$ cat config.mk
export PLATFORM = sky130hd
export DESIGN_NAME = first1_norm_pipe_flat
export DESIGN_NICKNAME = d
export VERILOG_FILES = /design/src/rtl/fp_norm_pkg.sv /design/src/rtl/first1_norm_pipe_if.sv /design/src/rtl/first1_onehot_enc.sv /design/src/rtl/first1_norm_pipe.sv /design/src/flat_wrapper.sv
export SDC_FILE = /design/constraint.sdc
export NUM_CORES = 1
export LEC_CHECK = 0
export ABC_AREA = 1
export BUFFER_PORTS_ARGS = -buffer_cell sky130_fd_sc_hd__clkbuf_2
export CORE_MARGIN = 2
export CORE_UTILIZATION = 54
export DETAILED_ROUTE_END_ITERATION = 8
export PLACE_DENSITY_LB_ADDON = 0.1
export SLEW_MARGIN = 20
export SYNTH_ARGS = -nofsm -noshare
export SYNTH_HDL_FRONTEND = slang
export SYNTH_HIERARCHICAL = 1
export SYNTH_SLANG_ARGS = --single-unit
export TNS_END_PERCENT = 50
$ cat constraint.sdc
create_clock -name clk -period 3.9 [get_ports clk]
set_input_delay 0.195 -clock clk [delete_from_list [all_inputs] [get_ports clk]]
set_output_delay 0.195 -clock clk [all_outputs]
set_load 0.03 [all_outputs]
$ cat src/rtl/fp_norm_pkg.sv
// ---------------------------------------------------------------------------
// fp_norm_pkg
// Shared definitions for the FP mantissa normalisation path.
//   DEFAULT_WIDTH  : default operand width (mantissa + hidden bit + guard)
//   cnt_w()        : width needed to hold an index/count up to and including
//                    the operand width
//   norm_res_t     : normaliser result bundle consumed by the round stage
// ---------------------------------------------------------------------------
package fp_norm_pkg;

    localparam int DEFAULT_WIDTH = 25;

    // Counts must represent WIDTH itself (the lzc of a zero operand).
    function automatic int cnt_w(input int width);
        return $clog2(width + 1);
    endfunction

    localparam int DEFAULT_CNT_W = cnt_w(DEFAULT_WIDTH);

    typedef struct packed {
        logic [DEFAULT_CNT_W-1:0] pos;
        logic [DEFAULT_CNT_W-1:0] lzc;
        logic [DEFAULT_WIDTH-1:0] norm;
        logic                     zero;
    } norm_res_t;

endpackage

$ cat src/rtl/first1_norm_pipe_if.sv
// ---------------------------------------------------------------------------
// first1_norm_pipe_if
// Valid/ready bundle around the first-one normaliser.
//   in_data/in_valid/in_ready       : upstream operand handshake
//   out_pos/out_lzc/out_norm/out_zero/out_valid/out_ready : result handshake
//   out_tzc/out_sticky              : only with FIRST1_TRAIL_DET_EN defined
// Modports:
//   slave  : the normaliser's view (consumes operands, produces results)
//   master : the surrounding datapath's view
// ---------------------------------------------------------------------------
interface first1_norm_pipe_if
    import fp_norm_pkg::*;
#(
    parameter int WIDTH = DEFAULT_WIDTH,
    parameter int CNT_W = cnt_w(WIDTH)
);
    logic [WIDTH-1:0] in_data;
    logic             in_valid;
    logic             in_ready;
    logic [CNT_W-1:0] out_pos;
    logic [CNT_W-1:0] out_lzc;
    logic [WIDTH-1:0] out_norm;
    logic             out_zero;
    logic             out_valid;
    logic             out_ready;
`ifdef FIRST1_TRAIL_DET_EN
    logic [CNT_W-1:0] out_tzc;
    logic             out_sticky;
`endif

    modport slave (
        input  in_data, in_valid, out_ready,
`ifdef FIRST1_TRAIL_DET_EN
        output out_tzc, out_sticky,
`endif
        output in_ready, out_pos, out_lzc, out_norm, out_zero, out_valid
    );

    modport master (
        output in_data, in_valid, out_ready,
`ifdef FIRST1_TRAIL_DET_EN
        input  out_tzc, out_sticky,
`endif
        input  in_ready, out_pos, out_lzc, out_norm, out_zero, out_valid
    );

endinterface

$ cat src/rtl/first1_onehot_enc.sv
// ---------------------------------------------------------------------------
// first1_onehot_enc
// Combinational highest-set-bit detector, generic in WIDTH.
//   data   : operand
//   onehot : one-hot vector marking the highest set bit (all 0 if data==0)
//   pos    : binary index of that bit (0 if data==0)
//   zero   : data is all zeros
// Feeding a bit-reversed operand turns it into a lowest-set-bit detector.
// ---------------------------------------------------------------------------
module first1_onehot_enc
    import fp_norm_pkg::*;
#(
    parameter int WIDTH = DEFAULT_WIDTH,
    parameter int CNT_W = cnt_w(WIDTH)
) (
    input  logic [WIDTH-1:0] data,
    output logic [WIDTH-1:0] onehot,
    output logic [CNT_W-1:0] pos,
    output logic             zero
);

    // prefix[i] = |data[WIDTH-1:i]: set from the highest one downwards.
    logic [WIDTH-1:0] prefix;

    always_comb begin
        logic acc;
        // NOTE: every variable in a combinational block gets a default first,
        // so no path can leave it unassigned and infer a latch.
        acc    = 1'b0;
        prefix = '0;
        for (int i = WIDTH - 1; i >= 0; i--) begin
            acc       = acc | data[i];
            prefix[i] = acc;
        end
    end

    // Only the highest set bit sees a 1 in prefix with a 0 above it.
    assign onehot = prefix ^ {1'b0, prefix[WIDTH-1:1]};

    always_comb begin
        pos = '0;
        for (int i = 0; i < WIDTH; i++) begin
            if (onehot[i]) begin
                pos = pos | CNT_W'(i);
            end
        end
    end

    assign zero = ~prefix[0];

endmodule

$ cat src/rtl/first1_norm_pipe.sv
// ---------------------------------------------------------------------------
// first1_norm_pipe
// Two-stage elastic first-one normaliser for FP mantissas.
//   clk, rst_n : rising-edge clock, asynchronous active-low reset
//   bus        : first1_norm_pipe_if.slave (operand in, result out)
// Stage 1 registers the operand with its one-hot MSB vector, encoded
// position and zero flag; stage 2 registers pos, lzc, the left-normalised
// operand and the zero flag. Latency 2, throughput 1, no bubble on refill.
// Optional build macro FIRST1_TRAIL_DET_EN adds out_tzc (trailing-zero
// count) and out_sticky (any set bit below the MSB), same latency.
// ---------------------------------------------------------------------------
module first1_norm_pipe
    import fp_norm_pkg::*;
#(
    parameter int WIDTH = DEFAULT_WIDTH,
    parameter int CNT_W = cnt_w(WIDTH)
) (
    input  logic              clk,
    input  logic              rst_n,
    first1_norm_pipe_if.slave bus
);

    // ---------------- stall control ----------------
    logic s1_valid, s2_valid;
    logic stage1_adv, stage2_adv;

    assign stage2_adv   = ~s2_valid | bus.out_ready;
    assign stage1_adv   = ~s1_valid | stage2_adv;
    assign bus.in_ready = stage1_adv;

    // ---------------- stage 1: detect ----------------
    logic [WIDTH-1:0] det_onehot;
    logic [CNT_W-1:0] det_pos;
    logic             det_zero;

    first1_onehot_enc #(.WIDTH(WIDTH), .CNT_W(CNT_W)) u_lead_enc (
        .data   (bus.in_data),
        .onehot (det_onehot),
        .pos    (det_pos),
        .zero   (det_zero)
    );

    logic [WIDTH-1:0] s1_data;
    logic [WIDTH-1:0] s1_onehot;
    logic [CNT_W-1:0] s1_pos;
    logic             s1_zero;

`ifdef FIRST1_TRAIL_DET_EN
    logic [WIDTH-1:0] rev_data, rev_onehot, rev_back;
    logic [CNT_W-1:0] rev_pos;
    logic             rev_zero;
    logic [CNT_W-1:0] det_tzc;
    logic             det_sticky;

    always_comb begin
        rev_data = '0;
        for (int i = 0; i < WIDTH; i++) begin
            rev_data[i] = bus.in_data[WIDTH-1-i];
        end
    end

    first1_onehot_enc #(.WIDTH(WIDTH), .CNT_W(CNT_W)) u_trail_enc (
        .data   (rev_data),
        .onehot (rev_onehot),
        .pos    (rev_pos),
        .zero   (rev_zero)
    );

    // Undo the reversal so the lowest-set-bit marker is in operand order.
    always_comb begin
        rev_back = '0;
        for (int i = 0; i < WIDTH; i++) begin
            rev_back[i] = rev_onehot[WIDTH-1-i];
        end
    end

    // Highest reversed index r is original bit WIDTH-1-r, i.e. the tzc.
    assign det_tzc    = rev_zero ? CNT_W'(WIDTH) : CNT_W'(WIDTH - 1) - rev_pos;
    // Some bit below the MSB is set exactly when lowest and highest differ.
    assign det_sticky = (rev_back != det_onehot);

    logic [CNT_W-1:0] s1_tzc;
    logic             s1_sticky;
`endif

    always_ff @(posedge clk or negedge rst_n) begin
        // NOTE: data registers are reset too, so outputs read 0 during reset
        // rather than holding stale values from before it.
        if (!rst_n) begin
            s1_valid  <= 1'b0;
            s1_data   <= '0;
            s1_onehot <= '0;
            s1_pos    <= '0;
            s1_zero   <= 1'b0;
`ifdef FIRST1_TRAIL_DET_EN
            s1_tzc    <= '0;
            s1_sticky <= 1'b0;
`endif
        end else if (stage1_adv) begin
            // NOTE: state is updated with non-blocking assignments so every
            // register samples pre-edge values regardless of statement order.
            s1_valid <= bus.in_valid;
            if (bus.in_valid) begin
                s1_data   <= bus.in_data;
                s1_onehot <= det_onehot;
                s1_pos    <= det_pos;
                s1_zero   <= det_zero;
`ifdef FIRST1_TRAIL_DET_EN
                s1_tzc    <= det_tzc;
                s1_sticky <= det_sticky;
`endif
            end
        end
    end

    // ---------------- stage 2: shift ----------------
    logic [CNT_W-1:0] s1_lzc;
    assign s1_lzc = s1_zero ? CNT_W'(WIDTH) : CNT_W'(WIDTH - 1) - s1_pos;

    always_ff @(posedge clk or negedge rst_n) begin
        if (!rst_n) begin
            s2_valid     <= 1'b0;
            bus.out_pos  <= '0;
            bus.out_lzc  <= '0;
            bus.out_norm <= '0;
            bus.out_zero <= 1'b0;
`ifdef FIRST1_TRAIL_DET_EN
            bus.out_tzc    <= '0;
            bus.out_sticky <= 1'b0;
`endif
        end else if (stage2_adv) begin
            s2_valid <= s1_valid;
            if (s1_valid) begin
                bus.out_pos  <= s1_pos;
                bus.out_lzc  <= s1_lzc;
                bus.out_norm <= s1_data << s1_lzc;
                // The one-hot vector is empty exactly when the operand is zero.
                bus.out_zero <= ~|s1_onehot;
`ifdef FIRST1_TRAIL_DET_EN
                bus.out_tzc    <= s1_tzc;
                bus.out_sticky <= s1_sticky;
`endif
            end
        end
    end

    assign bus.out_valid = s2_valid;

endmodule

$ cat src/flat_wrapper.sv
// flat-port wrapper written by rule: the top's interface ports become plain ports
module first1_norm_pipe_flat import fp_norm_pkg::*;
#(
    parameter int WIDTH = DEFAULT_WIDTH,
    parameter int CNT_W = cnt_w(WIDTH)
)
  (clk, rst_n, bus_in_data, bus_in_valid, bus_out_ready, bus_in_ready, bus_out_pos, bus_out_lzc, bus_out_norm, bus_out_zero, bus_out_valid);
  first1_norm_pipe_if #(.WIDTH(WIDTH), .CNT_W(CNT_W)) bus_i ();
  input  logic clk;
  input  logic rst_n;
  input wire logic [$bits(bus_i.in_data)-1:0] bus_in_data;
  input wire logic [$bits(bus_i.in_valid)-1:0] bus_in_valid;
  input wire logic [$bits(bus_i.out_ready)-1:0] bus_out_ready;
  output wire logic [$bits(bus_i.in_ready)-1:0] bus_in_ready;
  output wire logic [$bits(bus_i.out_pos)-1:0] bus_out_pos;
  output wire logic [$bits(bus_i.out_lzc)-1:0] bus_out_lzc;
  output wire logic [$bits(bus_i.out_norm)-1:0] bus_out_norm;
  output wire logic [$bits(bus_i.out_zero)-1:0] bus_out_zero;
  output wire logic [$bits(bus_i.out_valid)-1:0] bus_out_valid;
  assign bus_i.in_data = bus_in_data;
  assign bus_i.in_valid = bus_in_valid;
  assign bus_i.out_ready = bus_out_ready;
  assign bus_in_ready = bus_i.in_ready;
  assign bus_out_pos = bus_i.out_pos;
  assign bus_out_lzc = bus_i.out_lzc;
  assign bus_out_norm = bus_i.out_norm;
  assign bus_out_zero = bus_i.out_zero;
  assign bus_out_valid = bus_i.out_valid;
  first1_norm_pipe #(.WIDTH(WIDTH), .CNT_W(CNT_W)) u_core (.clk(clk), .rst_n(rst_n), .bus(bus_i));
endmodule
; ---- Word level (Yosys, flattened, before mapping)
; Cells that the tools add are included.
; W data, S select, Z words.
[totals]
romBits = 0
reg_bits = 94
latch_bits = 0
ramBits = 0
wordCells = 89
n_memories = 0
[classes]
addsub = 1
eq_ne = 2
mul = 0
order_cmp = 0
reduce_logical = 4
mux = 41
n_div = 0
bitwise = 30
shift = 1
[ops]
columns = op, n
row1 = $mux W25, 6
row2 = $mux W5, 16
row3 = $mux W4, 8
row4 = $or A1 B1 Y1, 26
row5 = $reduce_or A25 Y1, 1
row6 = $shl A25 B5 Y25, 1
row7 = $xor A25 B24 Y25, 1
row8 = $mux W3, 4
row9 = $mux W1, 5
row10 = $sub A5 B5 Y5 const A, 1
row11 = $mux W2, 2
row12 = $reduce_and A2 Y1, 2
row13 = $not A1 Y1, 3
row14 = $ne A2 B1 Y1 const B, 1
row15 = $ne A2 B2 Y1 const B, 1
row16 = $logic_not A1 Y1, 1

; ---- Depth between registers and ports, before layout
[logic_depth]
depth_word = 51
mapped_depth = 15
mapped_depth_nobuf = 15

; ---- Hierarchy
; Netlist, hierarchy kept.
[by_module_without_submodules]
columns = module, area_per_inst_um2, cells_each, instances
row1 = first1_norm_pipe, 4828.4, 575, 1
row2 = first1_onehot_enc, 569.3, 103, 1

; ---- Least setup slack after synthesis
; OpenSTA, ideal clock, no wires.
[synth_path]
path_kind = in2reg
from = input bus_in_data[22]
to = register u_core.s1_zero
arrival_time_ns = 1.779
setup_ns = 0.078
required_time_ns = 3.822
path_slack_ns = 2.044
path_stages = 15
path_cell_list = inv_1 > nand4_4 > nor2_4 > nand4_4 > nor2_4 > nand4_4 > nor2_4 > nand4_4 > nor2_4 > nand4_4 > nor2_4 > nand3_2 > nor2_1 > nor2_1 > a21oi_1
[synth_via]
elab_chain_cells = 26
[synth_rtl]
columns = item, line_no
row1 = from (decl), flat_wrapper.sv:11  ; input wire logic [$bits(bus_i.in_data)-1:0] bus_in_data;
row2 = $or A1 B1 Y1 (23 in a row), first1_onehot_enc.sv:32  ; acc = acc | data[i];
row3 = $not A1 Y1, first1_onehot_enc.sv:49  ; assign zero = ~prefix[0];
row4 = via u_core.det_zero, first1_norm_pipe.sv:34  ; logic det_zero;
row5 = $mux W1, first1_norm_pipe.sv:103  ; if (bus.in_valid) begin
row6 = $mux W1, first1_norm_pipe.sv:99  ; end else if (stage1_adv) begin
row7 = to (signal assigned), first1_norm_pipe.sv:107  ; s1_zero <= det_zero;
row8 = to (decl), first1_norm_pipe.sv:46  ; logic s1_zero;
; The timed path passes the listed nets, and every way through them passes these cells. The select of a mux whose other input is x is not followed.
; A chain may end at the register's enable or synchronous reset.

; ---- Final worst setup path
[layout_path]
from = register u_core.s2_valid (netlist: u_core/bus.out_valid)
to = register u_core.s1_onehot[12]
[layout_via]
elab_chain_cells = 5
[layout_rtl]
columns = item, line_no
row1 = from (decl), first1_norm_pipe.sv:24  ; logic s1_valid, s2_valid;
row2 = from (signal assigned), first1_norm_pipe.sv:132  ; s2_valid <= s1_valid;
row3 = $not A1 Y1 *, first1_norm_pipe.sv:27  ; assign stage2_adv = ~s2_valid | bus.out_ready;
row4 = $or A1 B1 Y1 *, first1_norm_pipe.sv:27
row5 = $or A1 B1 Y1 *, first1_norm_pipe.sv:28  ; assign stage1_adv = ~s1_valid | stage2_adv;
row6 = $ne A2 B2 Y1 (no line), -
row7 = $reduce_and A2 Y1 (no line) *, -
row8 = to (signal assigned), first1_norm_pipe.sv:105  ; s1_onehot <= det_onehot;
row9 = to (decl), first1_norm_pipe.sv:44  ; logic [WIDTH-1:0] s1_onehot;
; Every way passes the cells marked *; elsewhere a longest branch is shown, timed or not.

==> flow_summary.json <==
{
  "grt_pass1_vias": 4499,
  "firstDrtPassIters": 5,
  "netSwitchingFraction_pct": 40.6,
  "core_area_um2": 9730,
  "yosysWarnings": 6,
  "cts-buffers-inserted": 9,
  "run_status": "finished, final reports clean",
  "power_density_over_the_cells_nw_per_um2": 560,
  "crit_path_end_kind": "register",
  "internal_power_mw": 1.99,
  "num_io_pins": 67,
  "layout_cell_share_with_drive_strength_beyond_1_pct": 19.8,
  "critPathMaxFanout": 54,
  "grt_antenna_before_repair": 0,
  "commonest_non_fill_non_tap_cell_in_the_layout": "sky130_fd_sc_hd__nand3_1",
  "post-synth-top-area-cell": "sky130_fd_sc_hd__dfrtp_1",
  "synthesis.nets": 708,
  "largest_net_degree_at_the_start_of_global_routing": 63,
  "clock_tree.buffer_depth": 2,
  "slew-limit-headroom_pct": 32.8,
  "clock_skew_ps": 5.99,
  "floorplan.initialDensity_pct": 55.5,
  "route.vias.total": 4769,
  "wire_per_inst_um": 14.6,
  "clock-root-buffer": "sky130_fd_sc_hd__clkbuf_8",
  "h-tree-depth": 3,
  "final-setup-viol-count": 0,
  "tritoncts": "yes",
  "nFillCells": 919,
  "synth.ff_latch_count": 94,
  "synth_compound_gate_area_share_pct": 6.44,
  "total_leakage_power_nw": 3.13,
  "ant_nets": 0,
  "die_y_um": 104,
  "part_of_the_power_in_combinational_logic_pct": 38.8,
  "port_buffers": 66,
  "unrepaired_setup_endpoints_after_global_routing": "no",
  "crit_type": "reg2reg",
  "totalPowerFinal_mw": 3.35,
  "mapped_avg_cell_area_um2": 7.96,
  "drv.max_cap_violation_count": 0,
  "tightest_slew_ps": 1000,
  "routed_wl_um": 12600,
  "die_area_um2": 10800,
  "power_frac_clock_pct": 23.3,
  "report.final.slew_viol_count": 0,
  "critPathLaunchType": "register",
  "layout_worst_path_cycle_share_pct": 56.5,
  "die_outline_width_um": 104,
  "yosysSeqAreaShare_pct": 43.6,
  "cts.sink_count": 94,
  "layout.area.seq_um2": 2350,
  "area_of_combinational_cells_with_multiple_inputs_um2": 2550,
  "max_freq_ghz": 0.454,
  "remaining_drc_errors": 0,
  "period_minus_slack_ps": 2200,
  "insertedDiodeCount": 0,
  "vdd_ir_drop_max_mv": 0.235,
  "cp.arrival_ps": 2490,
  "final_hold_vio_count": 0,
  "insertion_delay_ps": 370,
  "synth.cell_area_um2": 5400,
  "combinational_family_with_the_most_area_after_synthesis": "simple AND/OR/NAND/NOR gates",
  "layout.cells.most_common_list": "138 x sky130_fd_sc_hd__nand3_1, 137 x sky130_fd_sc_hd__nand2_1, 94 x sky130_fd_sc_hd__dfrtp_1",
  "finalWeightedCongestion": 0.924,
  "wire_length_of_the_first_global_routing_pass_um": 22000,
  "synth_mux_area_share_pct": 5.42,
  "min-delay-path-class": "in2reg",
  "area_growth_syn_to_layout_pct": 10.8,
  "cts.reportedPaths.clkPinSlew_ps": 90,
  "p_seq_share_pct": 37.9,
  "setup_total_negative_slack_ps": 0,
  "synth_area_in_adders_pct": 0.232,
  "global_route.overflow_total": 0,
  "drt-initial-drc-count": 342,
  "gate_count_of_the_mapped_netlist": 678,
  "synth_cell_type_count": 36,
  "number_of_rows_created_at_floorplan": 36,
  "timing.reg2reg.worst_path_depth": 6,
  "post_synth_and_or_nand_nor_area_fraction_pct": 35.0,
  "xor_and_xnor_fraction_of_the_mapped_netlist_area_pct": 0,
  "synth.top_cell.area_share_pct": 43.6,
  "synth_area_leaders": "sky130_fd_sc_hd__dfrtp_1 44%, sky130_fd_sc_hd__nand3_1 13%, sky130_fd_sc_hd__nand2_1 9.6%",
  "groute.usage.overall_pct": 24.8,
  "required_time_at_the_worst_slack_endpoint_ps": 4190,
  "dpl.hpwl_um": 9480,
  "layout.nets": 757,
  "switching_power_mw": 1.36,
  "vias_per_cell": 5.51,
  "worst_hold_path.num_cells": 2,
  "regToRegSetupSlack_ps": 1700
}
==> critical path: stages (launching register included) <==
cell and delay (ps):
sky130_fd_sc_hd__dfrtp_1 380, sky130_fd_sc_hd__nand3_1 150, sky130_fd_sc_hd__nand2_2 750, sky130_fd_sc_hd__buf_4 410
sky130_fd_sc_hd__buf_4 220, sky130_fd_sc_hd__nor2_1 60, sky130_fd_sc_hd__a21oi_1 140
==> path summary, 6_finish.rpt <==
check / startpoint / end
worst max-delay path: u_core/bus.out_valid / u_core/s1_onehot[12]
worst max register to register: u_core/bus.out_valid / u_core/s1_onehot[12]
worst min register to register: u_core/bus.out_pos[4] / u_core/bus.out_pos[4]
max in group asynchronous: rst_n / u_core/bus.out_norm[24]
worst min-delay path: bus_in_data[12] / u_core/s1_data[12]
min in group asynchronous: rst_n / u_core/bus.out_pos[3]
==> area by class of cell <==
cell class | count | share of cell area [%]
timing repair buffer | 71 | 6.24
sequential | 94 | 39.3
clock buffer | 11 | 2.36
tap | 133 | 2.78
clock inverter | 5 | 1.78
multi-input combinational | 474 | 42.6
inverter | 77 | 4.92
==> synth_stat cells <==
| master | count |
|---|---|
| sky130_fd_sc_hd__nand3_4 | 2 |
| sky130_fd_sc_hd__clkbuf_1 | 2 |
| sky130_fd_sc_hd__o21ai_2 | 1 |
| sky130_fd_sc_hd__nor3_1 | 4 |
| sky130_fd_sc_hd__o21ai_1 | 6 |
| sky130_fd_sc_hd__ha_1 | 1 |
| sky130_fd_sc_hd__a21oi_1 | 38 |
| sky130_fd_sc_hd__a22oi_1 | 3 |
| sky130_fd_sc_hd__inv_2 | 4 |
| sky130_fd_sc_hd__a22o_1 | 3 |
| sky130_fd_sc_hd__nor2_4 | 7 |
| sky130_fd_sc_hd__nand3_2 | 4 |
| sky130_fd_sc_hd__and2_1 | 1 |
| sky130_fd_sc_hd__nand2_2 | 3 |
| sky130_fd_sc_hd__nand4_1 | 9 |
| sky130_fd_sc_hd__or3_1 | 1 |
| sky130_fd_sc_hd__buf_2 | 16 |
| sky130_fd_sc_hd__nand2_4 | 1 |
| sky130_fd_sc_hd__nor4_1 | 5 |
| sky130_fd_sc_hd__o21ai_0 | 11 |
| sky130_fd_sc_hd__nand2_1 | 138 |
| sky130_fd_sc_hd__buf_4 | 6 |
| sky130_fd_sc_hd__nand3_1 | 138 |
| sky130_fd_sc_hd__buf_8 | 1 |
| sky130_fd_sc_hd__o211ai_1 | 2 |
| sky130_fd_sc_hd__inv_4 | 2 |
| sky130_fd_sc_hd__inv_1 | 71 |
| sky130_fd_sc_hd__nand4_4 | 5 |
| sky130_fd_sc_hd__nand2_8 | 1 |
| sky130_fd_sc_hd__nor2_1 | 60 |
| sky130_fd_sc_hd__nor2_2 | 3 |
| sky130_fd_sc_hd__buf_6 | 4 |
| sky130_fd_sc_hd__buf_1 | 4 |
| sky130_fd_sc_hd__nand3b_1 | 1 |
| sky130_fd_sc_hd__mux2_2 | 26 |
| sky130_fd_sc_hd__dfrtp_1 | 94 |
==> repair_timing <==
action	in CTS	in global routing
hold buffers	1	0
setup buffers	0	0
resized for setup	0	0
hold endpoints to repair	61	0
==> layer usage <==
| metal | up-vias | wire, um | global-route usage, % | share of wire (%) |
|---|---|---|---|---|
| li1 | 2330 | - | - | - |
| met1 | 2251 | 5900 | 34.5 | 47 |
| met2 | 165 | 5910 | 39.7 | 47 |
| met3 | 23 | 574 | 3.45 | 4.5 |
| met4 | 0 | 260 | 9.56 | 2.1 |
| met5 | - | 0 | 0 | 0 |
==> through the flow <==
stage	hold WS [ps]	std cells	setup WS [ps]	instance area, um^2	utilization [%]
floorplan	-101	678	2040	5400	-
global placement	307	848	1730	5720	58.8
detailed placement	319	848	1660	5720	58.8
CTS	67.9	865	1680	5980	61.5
global route	78.3	865	1460	5980	61.5
finish	78.7	865	1700	5980	61.5
==> power by group through the flow <==
stage	Clock [mW]	Sequential [mW]	Combinational, mW
after floorplan	0	1.49	0.780
after global placement	0	1.28	1.28
after detailed placement	0	1.29	1.29
after CTS	0.802	1.27	1.29
after global routing	0.842	1.29	1.44
final	0.780	1.27	1.30
==> cells by family after synthesis <==
kind of cell	count (synthesis)
fa+ha+maj	1
compound gates	64
buf+inv	110
mux	26
flops	94
simple gates	383
==> sequential cells by signal, summed over array words and instances, names as in the netlist <==
register and count:
u_core/s1_onehot 25, u_core/s1_zero 1, u_core/s1_pos 5, u_core/s1_data 25, u_core/bus.out_pos 5, u_core/bus.out_valid 1
u_core/s1_valid 1, u_core/bus.out_zero 1, u_core/bus.out_norm 25, u_core/bus.out_lzc 5
(Power assumes the default switching activity.)
